## src/rtl/multi_cycle_alu_if.sv

```systemverilog
// Operand/handshake bundle between an issuing controller and multi_cycle_alu.
interface multi_cycle_alu_if #(
   parameter int WIDTH = 32
);
   logic             start;
   logic [3:0]       ALUOp;
   logic [WIDTH-1:0] readData1;
   logic [WIDTH-1:0] readData2;
   logic [WIDTH-1:0] immediate;
   logic             ALUSrcB;
   logic             busy;
   logic             done;
   logic [WIDTH-1:0] result;
   logic [WIDTH-1:0] resultHi;
   logic             zero;
   logic             overflow;
   logic             divByZero;

   modport master (
      output start, ALUOp, readData1, readData2, immediate, ALUSrcB,
      input  busy, done, result, resultHi, zero, overflow, divByZero
   );

   modport slave (
      input  start, ALUOp, readData1, readData2, immediate, ALUSrcB,
      output busy, done, result, resultHi, zero, overflow, divByZero
   );
endinterface

```

## src/rtl/multi_cycle_alu.sv

```systemverilog
// Single-cycle ALU with optional iterative MULU/DIVU (one bit per cycle).
// Define ALU_MULDIV_EN to build the multiply/divide engine; otherwise 1100/1101 are reserved.
module multi_cycle_alu #(
   parameter int WIDTH = 32
) (
   input logic             CLK,
   input logic             Reset,
   multi_cycle_alu_if.slave bus
);
   localparam int SH_W = $clog2(WIDTH);

   typedef enum logic {IDLE, ITER} state_t;
   state_t state_q, state_d;

   logic                    accept, finish, is_iter, last_step;
   logic        [WIDTH-1:0] a_in, b_in;
   logic signed [WIDTH-1:0] a_s, b_s, add_ab, sub_ab, sub_ba;
   logic        [WIDTH-1:0] sc_lo, sc_hi, fin_lo, fin_hi;
   logic                    sc_ovf, sc_dbz;
   logic        [WIDTH-1:0] result_q, result_hi_q;
   logic                    zero_q, ovf_q, dbz_q, done_q;

   assign a_in   = bus.readData1;
   assign b_in   = bus.ALUSrcB ? bus.immediate : bus.readData2;
   assign a_s    = a_in;
   assign b_s    = b_in;
   assign add_ab = a_s + b_s;
   assign sub_ab = a_s - b_s;
   assign sub_ba = b_s - a_s;

   always_comb begin
      sc_lo  = '0;
      sc_hi  = '0;
      sc_ovf = 1'b0;
      sc_dbz = 1'b0;
      case (bus.ALUOp)
         4'b0000: begin
            sc_lo  = add_ab;
            sc_ovf = (a_s[WIDTH-1] == b_s[WIDTH-1]) && (add_ab[WIDTH-1] != a_s[WIDTH-1]);
         end
         4'b0001: begin
            sc_lo  = sub_ab;
            sc_ovf = (a_s[WIDTH-1] != b_s[WIDTH-1]) && (sub_ab[WIDTH-1] != a_s[WIDTH-1]);
         end
         4'b0010: begin
            sc_lo  = sub_ba;
            sc_ovf = (a_s[WIDTH-1] != b_s[WIDTH-1]) && (sub_ba[WIDTH-1] != b_s[WIDTH-1]);
         end
         4'b0011: sc_lo = a_in | b_in;
         4'b0100: sc_lo = a_in & b_in;
         4'b0101: sc_lo = ~a_in & b_in;
         4'b0110: sc_lo = a_in ^ b_in;
         4'b0111: sc_lo = a_in ~^ b_in;
         4'b1000: sc_lo = b_in << a_in[SH_W-1:0];
         4'b1001: sc_lo = b_in >> a_in[SH_W-1:0];
         4'b1010: sc_lo = b_s >>> a_in[SH_W-1:0];
         4'b1011: sc_lo = {{(WIDTH-1){1'b0}}, (a_s < b_s)};
`ifdef ALU_MULDIV_EN
         // Divide by zero bypasses the iteration and finishes immediately.
         4'b1101: begin
            if (b_in == '0) begin
               sc_lo  = '1;
               sc_hi  = a_in;
               sc_dbz = 1'b1;
            end
         end
`endif
         default: ;
      endcase
   end

`ifdef ALU_MULDIV_EN
   localparam int CNT_W = $clog2(WIDTH);

   logic [CNT_W-1:0] cnt_q;
   logic             mul_q;
   logic [WIDTH-1:0] a_q, b_q, acc_hi_q, acc_lo_q, step_hi, step_lo;
   logic [WIDTH:0]   mul_sum, div_sh;
   logic [WIDTH+1:0] div_diff;

   assign is_iter   = (bus.ALUOp == 4'b1100) || ((bus.ALUOp == 4'b1101) && (b_in != '0));
   assign last_step = (cnt_q == CNT_W'(WIDTH-1));

   // acc_hi/acc_lo hold {partial product, multiplier} or {remainder, dividend/quotient}.
   always_comb begin
      mul_sum  = {1'b0, acc_hi_q} + (acc_lo_q[0] ? {1'b0, a_q} : '0);
      div_sh   = {acc_hi_q, acc_lo_q[WIDTH-1]};
      div_diff = {1'b0, div_sh} - {2'b00, b_q};
      if (mul_q) begin
         step_hi = mul_sum[WIDTH:1];
         step_lo = {mul_sum[0], acc_lo_q[WIDTH-1:1]};
      end else if (div_diff[WIDTH+1]) begin
         step_hi = div_sh[WIDTH-1:0];
         step_lo = {acc_lo_q[WIDTH-2:0], 1'b0};
      end else begin
         step_hi = div_diff[WIDTH-1:0];
         step_lo = {acc_lo_q[WIDTH-2:0], 1'b1};
      end
   end

   assign fin_hi   = step_hi;
   assign fin_lo   = step_lo;
   assign bus.busy = (state_q == ITER);

   always_ff @(posedge CLK) begin
      if (!Reset)                cnt_q <= '0;
      else if (accept)           cnt_q <= '0;
      else if (state_q == ITER)  cnt_q <= cnt_q + 1'b1;
   end

   always_ff @(posedge CLK) begin
      if (accept) begin
         a_q      <= a_in;
         b_q      <= b_in;
         mul_q    <= (bus.ALUOp == 4'b1100);
         acc_hi_q <= '0;
         acc_lo_q <= (bus.ALUOp == 4'b1100) ? b_in : a_in;
      end else if (state_q == ITER) begin
         acc_hi_q <= step_hi;
         acc_lo_q <= step_lo;
      end
   end
`else
   assign is_iter   = 1'b0;
   assign last_step = 1'b1;
   assign fin_hi    = '0;
   assign fin_lo    = '0;
   assign bus.busy  = 1'b0;
`endif

   always_ff @(posedge CLK) begin
      if (!Reset) state_q <= IDLE;
      else        state_q <= state_d;
   end

   always_comb begin
      state_d = state_q;
      accept  = 1'b0;
      finish  = 1'b0;
      case (state_q)
         IDLE: begin
            if (bus.start) begin
               accept = 1'b1;
               if (is_iter) state_d = ITER;
            end
         end
         ITER: begin
            if (last_step) begin
               finish  = 1'b1;
               state_d = IDLE;
            end
         end
         default: state_d = IDLE;
      endcase
   end

   // Outputs only change on completion, so iteration state never leaks onto result.
   always_ff @(posedge CLK) begin
      if (!Reset) begin
         result_q    <= '0;
         result_hi_q <= '0;
         zero_q      <= 1'b1;
         ovf_q       <= 1'b0;
         dbz_q       <= 1'b0;
         done_q      <= 1'b0;
      end else begin
         done_q <= 1'b0;
         if (accept && !is_iter) begin
            result_q    <= sc_lo;
            result_hi_q <= sc_hi;
            zero_q      <= (sc_lo == '0);
            ovf_q       <= sc_ovf;
            dbz_q       <= sc_dbz;
            done_q      <= 1'b1;
         end else if (finish) begin
            result_q    <= fin_lo;
            result_hi_q <= fin_hi;
            zero_q      <= (fin_lo == '0);
            ovf_q       <= 1'b0;
            dbz_q       <= 1'b0;
            done_q      <= 1'b1;
         end
      end
   end

   assign bus.result    = result_q;
   assign bus.resultHi  = result_hi_q;
   assign bus.zero      = zero_q;
   assign bus.overflow  = ovf_q;
   assign bus.divByZero = dbz_q;
   assign bus.done      = done_q;
endmodule

```

## src/flat_wrapper.sv

```systemverilog
// flat-port wrapper written by rule: the top's interface ports become plain ports
module multi_cycle_alu_flat 
#(
   parameter int WIDTH = 32
)
  (CLK, Reset, bus_start, bus_ALUOp, bus_readData1, bus_readData2, bus_immediate, bus_ALUSrcB, bus_busy, bus_done, bus_result, bus_resultHi, bus_zero, bus_overflow, bus_divByZero);
  multi_cycle_alu_if #(.WIDTH(WIDTH)) bus_i ();
  input logic CLK;
  input logic Reset;
  input wire logic [$bits(bus_i.start)-1:0] bus_start;
  input wire logic [$bits(bus_i.ALUOp)-1:0] bus_ALUOp;
  input wire logic [$bits(bus_i.readData1)-1:0] bus_readData1;
  input wire logic [$bits(bus_i.readData2)-1:0] bus_readData2;
  input wire logic [$bits(bus_i.immediate)-1:0] bus_immediate;
  input wire logic [$bits(bus_i.ALUSrcB)-1:0] bus_ALUSrcB;
  output wire logic [$bits(bus_i.busy)-1:0] bus_busy;
  output wire logic [$bits(bus_i.done)-1:0] bus_done;
  output wire logic [$bits(bus_i.result)-1:0] bus_result;
  output wire logic [$bits(bus_i.resultHi)-1:0] bus_resultHi;
  output wire logic [$bits(bus_i.zero)-1:0] bus_zero;
  output wire logic [$bits(bus_i.overflow)-1:0] bus_overflow;
  output wire logic [$bits(bus_i.divByZero)-1:0] bus_divByZero;
  assign bus_i.start = bus_start;
  assign bus_i.ALUOp = bus_ALUOp;
  assign bus_i.readData1 = bus_readData1;
  assign bus_i.readData2 = bus_readData2;
  assign bus_i.immediate = bus_immediate;
  assign bus_i.ALUSrcB = bus_ALUSrcB;
  assign bus_busy = bus_i.busy;
  assign bus_done = bus_i.done;
  assign bus_result = bus_i.result;
  assign bus_resultHi = bus_i.resultHi;
  assign bus_zero = bus_i.zero;
  assign bus_overflow = bus_i.overflow;
  assign bus_divByZero = bus_i.divByZero;
  multi_cycle_alu #(.WIDTH(WIDTH)) u_core (.CLK(CLK), .Reset(Reset), .bus(bus_i));
endmodule
```

## config.mk

```make
export PLATFORM = sky130hd
export DESIGN_NAME = multi_cycle_alu_flat
export DESIGN_NICKNAME = d
export VERILOG_FILES = /design/src/rtl/multi_cycle_alu_if.sv /design/src/rtl/multi_cycle_alu.sv /design/src/flat_wrapper.sv
export SDC_FILE = /design/constraint.sdc
export NUM_CORES = 1
export LEC_CHECK = 0
export BUFFER_PORTS_ARGS = -buffer_cell sky130_fd_sc_hd__clkbuf_2
export CAP_MARGIN = 0
export CORE_MARGIN = 1
export CORE_UTILIZATION = 25
export DETAILED_ROUTE_END_ITERATION = 8
export PLACE_DENSITY = 0.51
export SETUP_SLACK_MARGIN = 0.4
export SYNTH_ARGS = -nofsm -noshare
export SYNTH_HDL_FRONTEND = slang
export SYNTH_SLANG_ARGS = --single-unit
```

## constraint.sdc

```tcl
create_clock -name CLK -period 6.19 [get_ports CLK]
set_input_delay 0.619 -clock CLK [delete_from_list [all_inputs] [get_ports CLK]]
set_output_delay 0.619 -clock CLK [all_outputs]
set_load 0.01 [all_outputs]
```

==> load_flow_metrics.sql <==
INSERT INTO impl_metrics (metric_group, metric, value, unit) VALUES
('cts', 'cts_inserted_buffers', '5', ''),
('yosys', 'combinational_family_with_the_most_area_after_synthesis', 'compound AO/OA/AOI/OAI gates', ''),
('floorplan', 'initial_core_util', '25.3', '%'),
('yosys', 'proportion_of_synthesized_flip_flops_having_asynchronous_set_or_reset', '0', '%'),
('floorplan', 'core_area', '0.0577', 'mm^2'),
('cts', 'clock_tree.buffer_depth', '2', ''),
('timing', 'timing_worst_slew_pin_value', '1070', 'ps'),
('worst_setup_path', 'worst_setup_path_start_kind', 'input pin', ''),
('cts', 'cts_hold_buffers', '0', ''),
('global_route', 'groute.layer.met2.usage', '48.5', '%'),
('worst_setup_path', 'crit_path_cell_trace', 'buf_4, mux2i_1, ha_1, inv_2, nand4_1, a211oi_1, nor2_1, o311ai_0, mux2_2, a2111o_1, nor4b_1, nand4_1, nor4_2, a311o_1', ''),
('yosys', 'synthAdderAreaFrac', '11.3', '%'),
('finish', 'syn_to_final_growth', '14.2', '%'),
('detailed_routing', 'initialDrtViolationCount', '2526', ''),
('power', 'comb_power_share', '79.6', '%'),
('yosys', 'dominantRegCellSynth', 'sky130_fd_sc_hd__dfxtp_1', ''),
('worst_setup_path', 'crit_path_most_repeated_cell', 'sky130_fd_sc_hd__nand4_1', ''),
('power', 'power_density', '146', 'mW/mm^2'),
('power', 'netSwitchingFraction', '57.2', '%'),
('worst_setup_path', 'critPathMaxFanout', '20', ''),
('global_route', 'grt_pass1_wl', '134000', 'um'),
('global_route', 'number_of_antenna_violations_at_the_first_check_in_global_routing', '3', ''),
('status', 'status', 'complete, no violations', ''),
('yosys', 'share_of_cell_area_taken_by_muxes_after_synthesis', '14.4', '%'),
('yosys', 'synth_compound_gate_area_share', '34.6', '%'),
('detailed_routing', 'routed_length_per_instance', '32.1', 'um'),
('global_route', 'grt_max_degree', '85', ''),
('yosys', 'ys_seq_area_share', '4.80', '%'),
('power', 'power.switching', '0.00140', 'W'),
('yosys', 'synthesis.area', '0.0146', 'mm^2'),
('yosys', 'syn-instance-count', '2049', ''),
('global_route', 'grt_util_all_layers', '30.8', '%'),
('timing', 'grt_setup_unrepaired', 'false', ''),
('finish', 'final_cells', '2941', ''),
('cts', 'tritoncts_clock_tree', 'built', ''),
('cts', 'cts_resized', '0', ''),
('floorplan', 'die_w', '244', 'um'),
('floorplan', 'dieArea', '0.0594', 'mm^2'),
('finish', 'nFillCells', '6442', ''),
('worst_setup_path', 'critical_path.top_delay_family', 'compound AO/OA/AOI/OAI gates', ''),
('cts', 'clk-insertion-delay-late', '280', 'ps'),
('worst_setup_path', 'critPathSlowestCell', 'sky130_fd_sc_hd__a211oi_1', ''),
('placed_design', 'detailedPlace.worstSlack', '380', 'ps'),
('power', 'power.leakage', '6.84', 'nW'),
('detailed_routing', 'dr.pass1.iters', '8', ''),
('yosys', 'post_synth.cell_area_avg', '7.13', 'um^2'),
('global_route', 'vias_in_the_first_global_route', '17685', ''),
('power', 'vdd_drop_max', '0.000176', 'V'),
('timing', 'timing.final.ws_setup', '439', 'ps'),
('placed_design', 'place.gp.congestion', '1.01', ''),
('worst_setup_path', 'critical_path_class', 'in -> reg', ''),
('cts', 'cts_h_tree_depth', '2', ''),
('cts', 'clock-sinks', '35', ''),
('yosys', 'yosys.area_share.simple', '20.9', '%'),
('power', 'clock_power_share', '9.8', '%'),
('worst_setup_path', 'cp.buffers_inverters', '2', ''),
('yosys', 'synth-seq-cells', '35', ''),
('detailed_routing', 'num_vias', '18462', ''),
('yosys', 'ys.warnings.count', '0', ''),
('timing', 'final_max_slew_viol_count', '0', ''),
('yosys', 'post_synth_xor_area_fraction', '4.50', '%'),
('placed_design', 'port-buffer-count', '138', ''),
('floorplan', 'design.portCount', '173', ''),
('worst_setup_path', 'worstSetupEndpointType', 'register', ''),
('placed_design', 'post-dp-hpwl', '77300', 'um'),
('detailed_routing', 'ratio_of_routed_vias_to_standard_cells', '6.28', ''),
('timing', 'worst_case_headroom_to_the_max_slew_limit', '27.9', '%'),
('detailed_routing', 'drt_drc_violations_left', '0', ''),
('floorplan', 'site_row_count', '88', ''),
('finish', 'design.final.nets', '2408', ''),
('global_route', 'global_route.peak_usage_layer', 'met2', '');
## cell usage after synthesis, types with 22 or more instances
master                     count  area (um^2)
sky130_fd_sc_hd__o21ai_0     103          515
sky130_fd_sc_hd__inv_1        93          349
sky130_fd_sc_hd__xnor2_1      53          464
sky130_fd_sc_hd__mux4_2       39          878
sky130_fd_sc_hd__nand3_1      40          200
sky130_fd_sc_hd__o22ai_1      43          269
sky130_fd_sc_hd__ha_1        127         1590
sky130_fd_sc_hd__o221ai_1     24          210
sky130_fd_sc_hd__xor2_1       22          193
sky130_fd_sc_hd__o31ai_1      24          180
sky130_fd_sc_hd__buf_1        22         82.6
sky130_fd_sc_hd__nand2b_1     30          188
sky130_fd_sc_hd__clkbuf_1    103          387
sky130_fd_sc_hd__nor3_1       68          340
sky130_fd_sc_hd__dfxtp_1      35          701
sky130_fd_sc_hd__a221oi_1     27          236
sky130_fd_sc_hd__nand2_1     154          578
sky130_fd_sc_hd__a21oi_1     154          771
sky130_fd_sc_hd__buf_2        25          125
sky130_fd_sc_hd__nor2_1      190          713
sky130_fd_sc_hd__o211ai_1     47          353
sky130_fd_sc_hd__a31oi_1      24          150
sky130_fd_sc_hd__a22oi_1      23          173
sky130_fd_sc_hd__mux2i_1      66          661
sky130_fd_sc_hd__nor4_1       27          169
sky130_fd_sc_hd__a211oi_1     46          345
sky130_fd_sc_hd__buf_4        34          255
## cell usage in the layout, fill, tap and decap left out, types with 12 or more instances in the layout
cell type | synthesis | routed
sky130_fd_sc_hd__a21oi_1 | 154 | 154
sky130_fd_sc_hd__nor2_1 | 190 | 190
sky130_fd_sc_hd__buf_4 | 34 | 136
sky130_fd_sc_hd__mux2_2 | 18 | 18
sky130_fd_sc_hd__o221ai_1 | 24 | 24
sky130_fd_sc_hd__nor2b_1 | 20 | 20
sky130_fd_sc_hd__a211oi_1 | 46 | 45
sky130_fd_sc_hd__o31ai_1 | 24 | 24
sky130_fd_sc_hd__nand2_1 | 154 | 154
sky130_fd_sc_hd__ha_1 | 127 | 127
sky130_fd_sc_hd__a221oi_1 | 27 | 27
sky130_fd_sc_hd__o21ai_0 | 103 | 103
sky130_fd_sc_hd__mux2i_2 | 17 | 17
sky130_fd_sc_hd__nand4_1 | 19 | 19
sky130_fd_sc_hd__a2111oi_0 | 13 | 12
sky130_fd_sc_hd__a22oi_1 | 23 | 23
sky130_fd_sc_hd__o211ai_1 | 47 | 47
sky130_fd_sc_hd__clkbuf_2 | 0 | 134
sky130_fd_sc_hd__inv_2 | 18 | 19
sky130_fd_sc_hd__nor4_1 | 27 | 27
sky130_fd_sc_hd__nand3_1 | 40 | 40
sky130_fd_sc_hd__mux2i_1 | 66 | 66
sky130_fd_sc_hd__conb_1 | 1 | 34
sky130_fd_sc_hd__o21a_1 | 13 | 13
sky130_fd_sc_hd__o22ai_1 | 43 | 43
sky130_fd_sc_hd__xnor2_1 | 53 | 53
sky130_fd_sc_hd__nand2b_1 | 30 | 30
sky130_fd_sc_hd__mux4_2 | 39 | 39
sky130_fd_sc_hd__inv_1 | 93 | 92
sky130_fd_sc_hd__o21bai_1 | 16 | 16
sky130_fd_sc_hd__xor2_1 | 22 | 22
sky130_fd_sc_hd__a31oi_1 | 24 | 24
sky130_fd_sc_hd__a21o_1 | 19 | 19
sky130_fd_sc_hd__nor3_1 | 68 | 67
sky130_fd_sc_hd__dfxtp_1 | 35 | 35
sky130_fd_sc_hd__or2_2 | 15 | 15
## power by group through the flow
stage	clock [W]	combinational (W)	sequential (W)
3_5_place_dp	0	0.00187	0.000263
5_1_grt	0.000256	0.00204	0.000261
4_1_cts	0.000244	0.00188	0.000258
3_3_place_gp	0	0.00189	0.000263
6_report	0.000240	0.00194	0.000258
2_1_floorplan	0	0.00110	0.000271
## through the flow
| stage | utilization [%] | cell area, um^2 | hold WS, ps | power (W) |
|---|---|---|---|---|
| 6_report | 28.9 | 16700 | 484 | 0.00244 |
| 5_1_grt | 28.9 | 16700 | 504 | 0.00256 |
| 4_1_cts | 28.9 | 16700 | 486 | 0.00238 |
| 3_5_place_dp | 28.6 | 16500 | 479 | 0.00214 |
| 3_3_place_gp | 28.6 | 16500 | 474 | 0.00215 |
| 2_1_floorplan | - | 14700 | 502 | 0.00138 |
## cell type report
type                            count  area [um^2]  area share [%]
Multi-Input combinational cell   1740        12700            75.9
Clock buffer                        5          125           0.750
Clock inverter                      3         20.0           0.120
Timing Repair Buffer              275         1780            10.7
Inverter                          117          439            2.63
Sequential cell                    35          701            4.20
Antenna cell                        1         2.50          0.0150
Tap cell                          765          957            5.74
## final timing paths
kind                                       startpoint  cells after the start  slack, ps               endpoint
worst max-delay path                      bus_ALUSrcB                     14        440        u_core.bus.zero
worst min-delay path            u_core.bus.result[23]                      2        480  u_core.bus.result[23]
worst max register to register        u_core.bus.zero                      2       5300        u_core.bus.zero
worst min register to register  u_core.bus.result[23]                      2        480  u_core.bus.result[23]
## tightest hold or removal path, stage by stage, from the launching register on
cell	delay [ps]
sky130_fd_sc_hd__dfxtp_1	310
sky130_fd_sc_hd__nor2_1	80
sky130_fd_sc_hd__nor3_1	50
## cells by family (layout without fill, tap and decap cells)
group / after synthesis / in the layout
compound gates: 725 / 725
flops: 35 / 35
fa+ha+maj: 130 / 130
buf+inv: 307 / 400
simple gates: 630 / 630
other cells: 1 / 35
mux: 146 / 146
xor+xnor: 75 / 75
## metal layers
metal	up-vias	part of all wire, %	wire length (um)
met1	9212	44	41200
li1	7965	-	-
met4	2	4.2	3980
met5	-	0.0085	8
met3	179	7.9	7490
met2	1104	44	41800
## sequential cells by signal, summed over array words and instances, names as in the netlist
name                 cells
u_core.bus.result       32
u_core.bus.done          1
u_core.bus.zero          1
u_core.bus.overflow      1
Note: power is estimated with default switching activity, not from simulation.
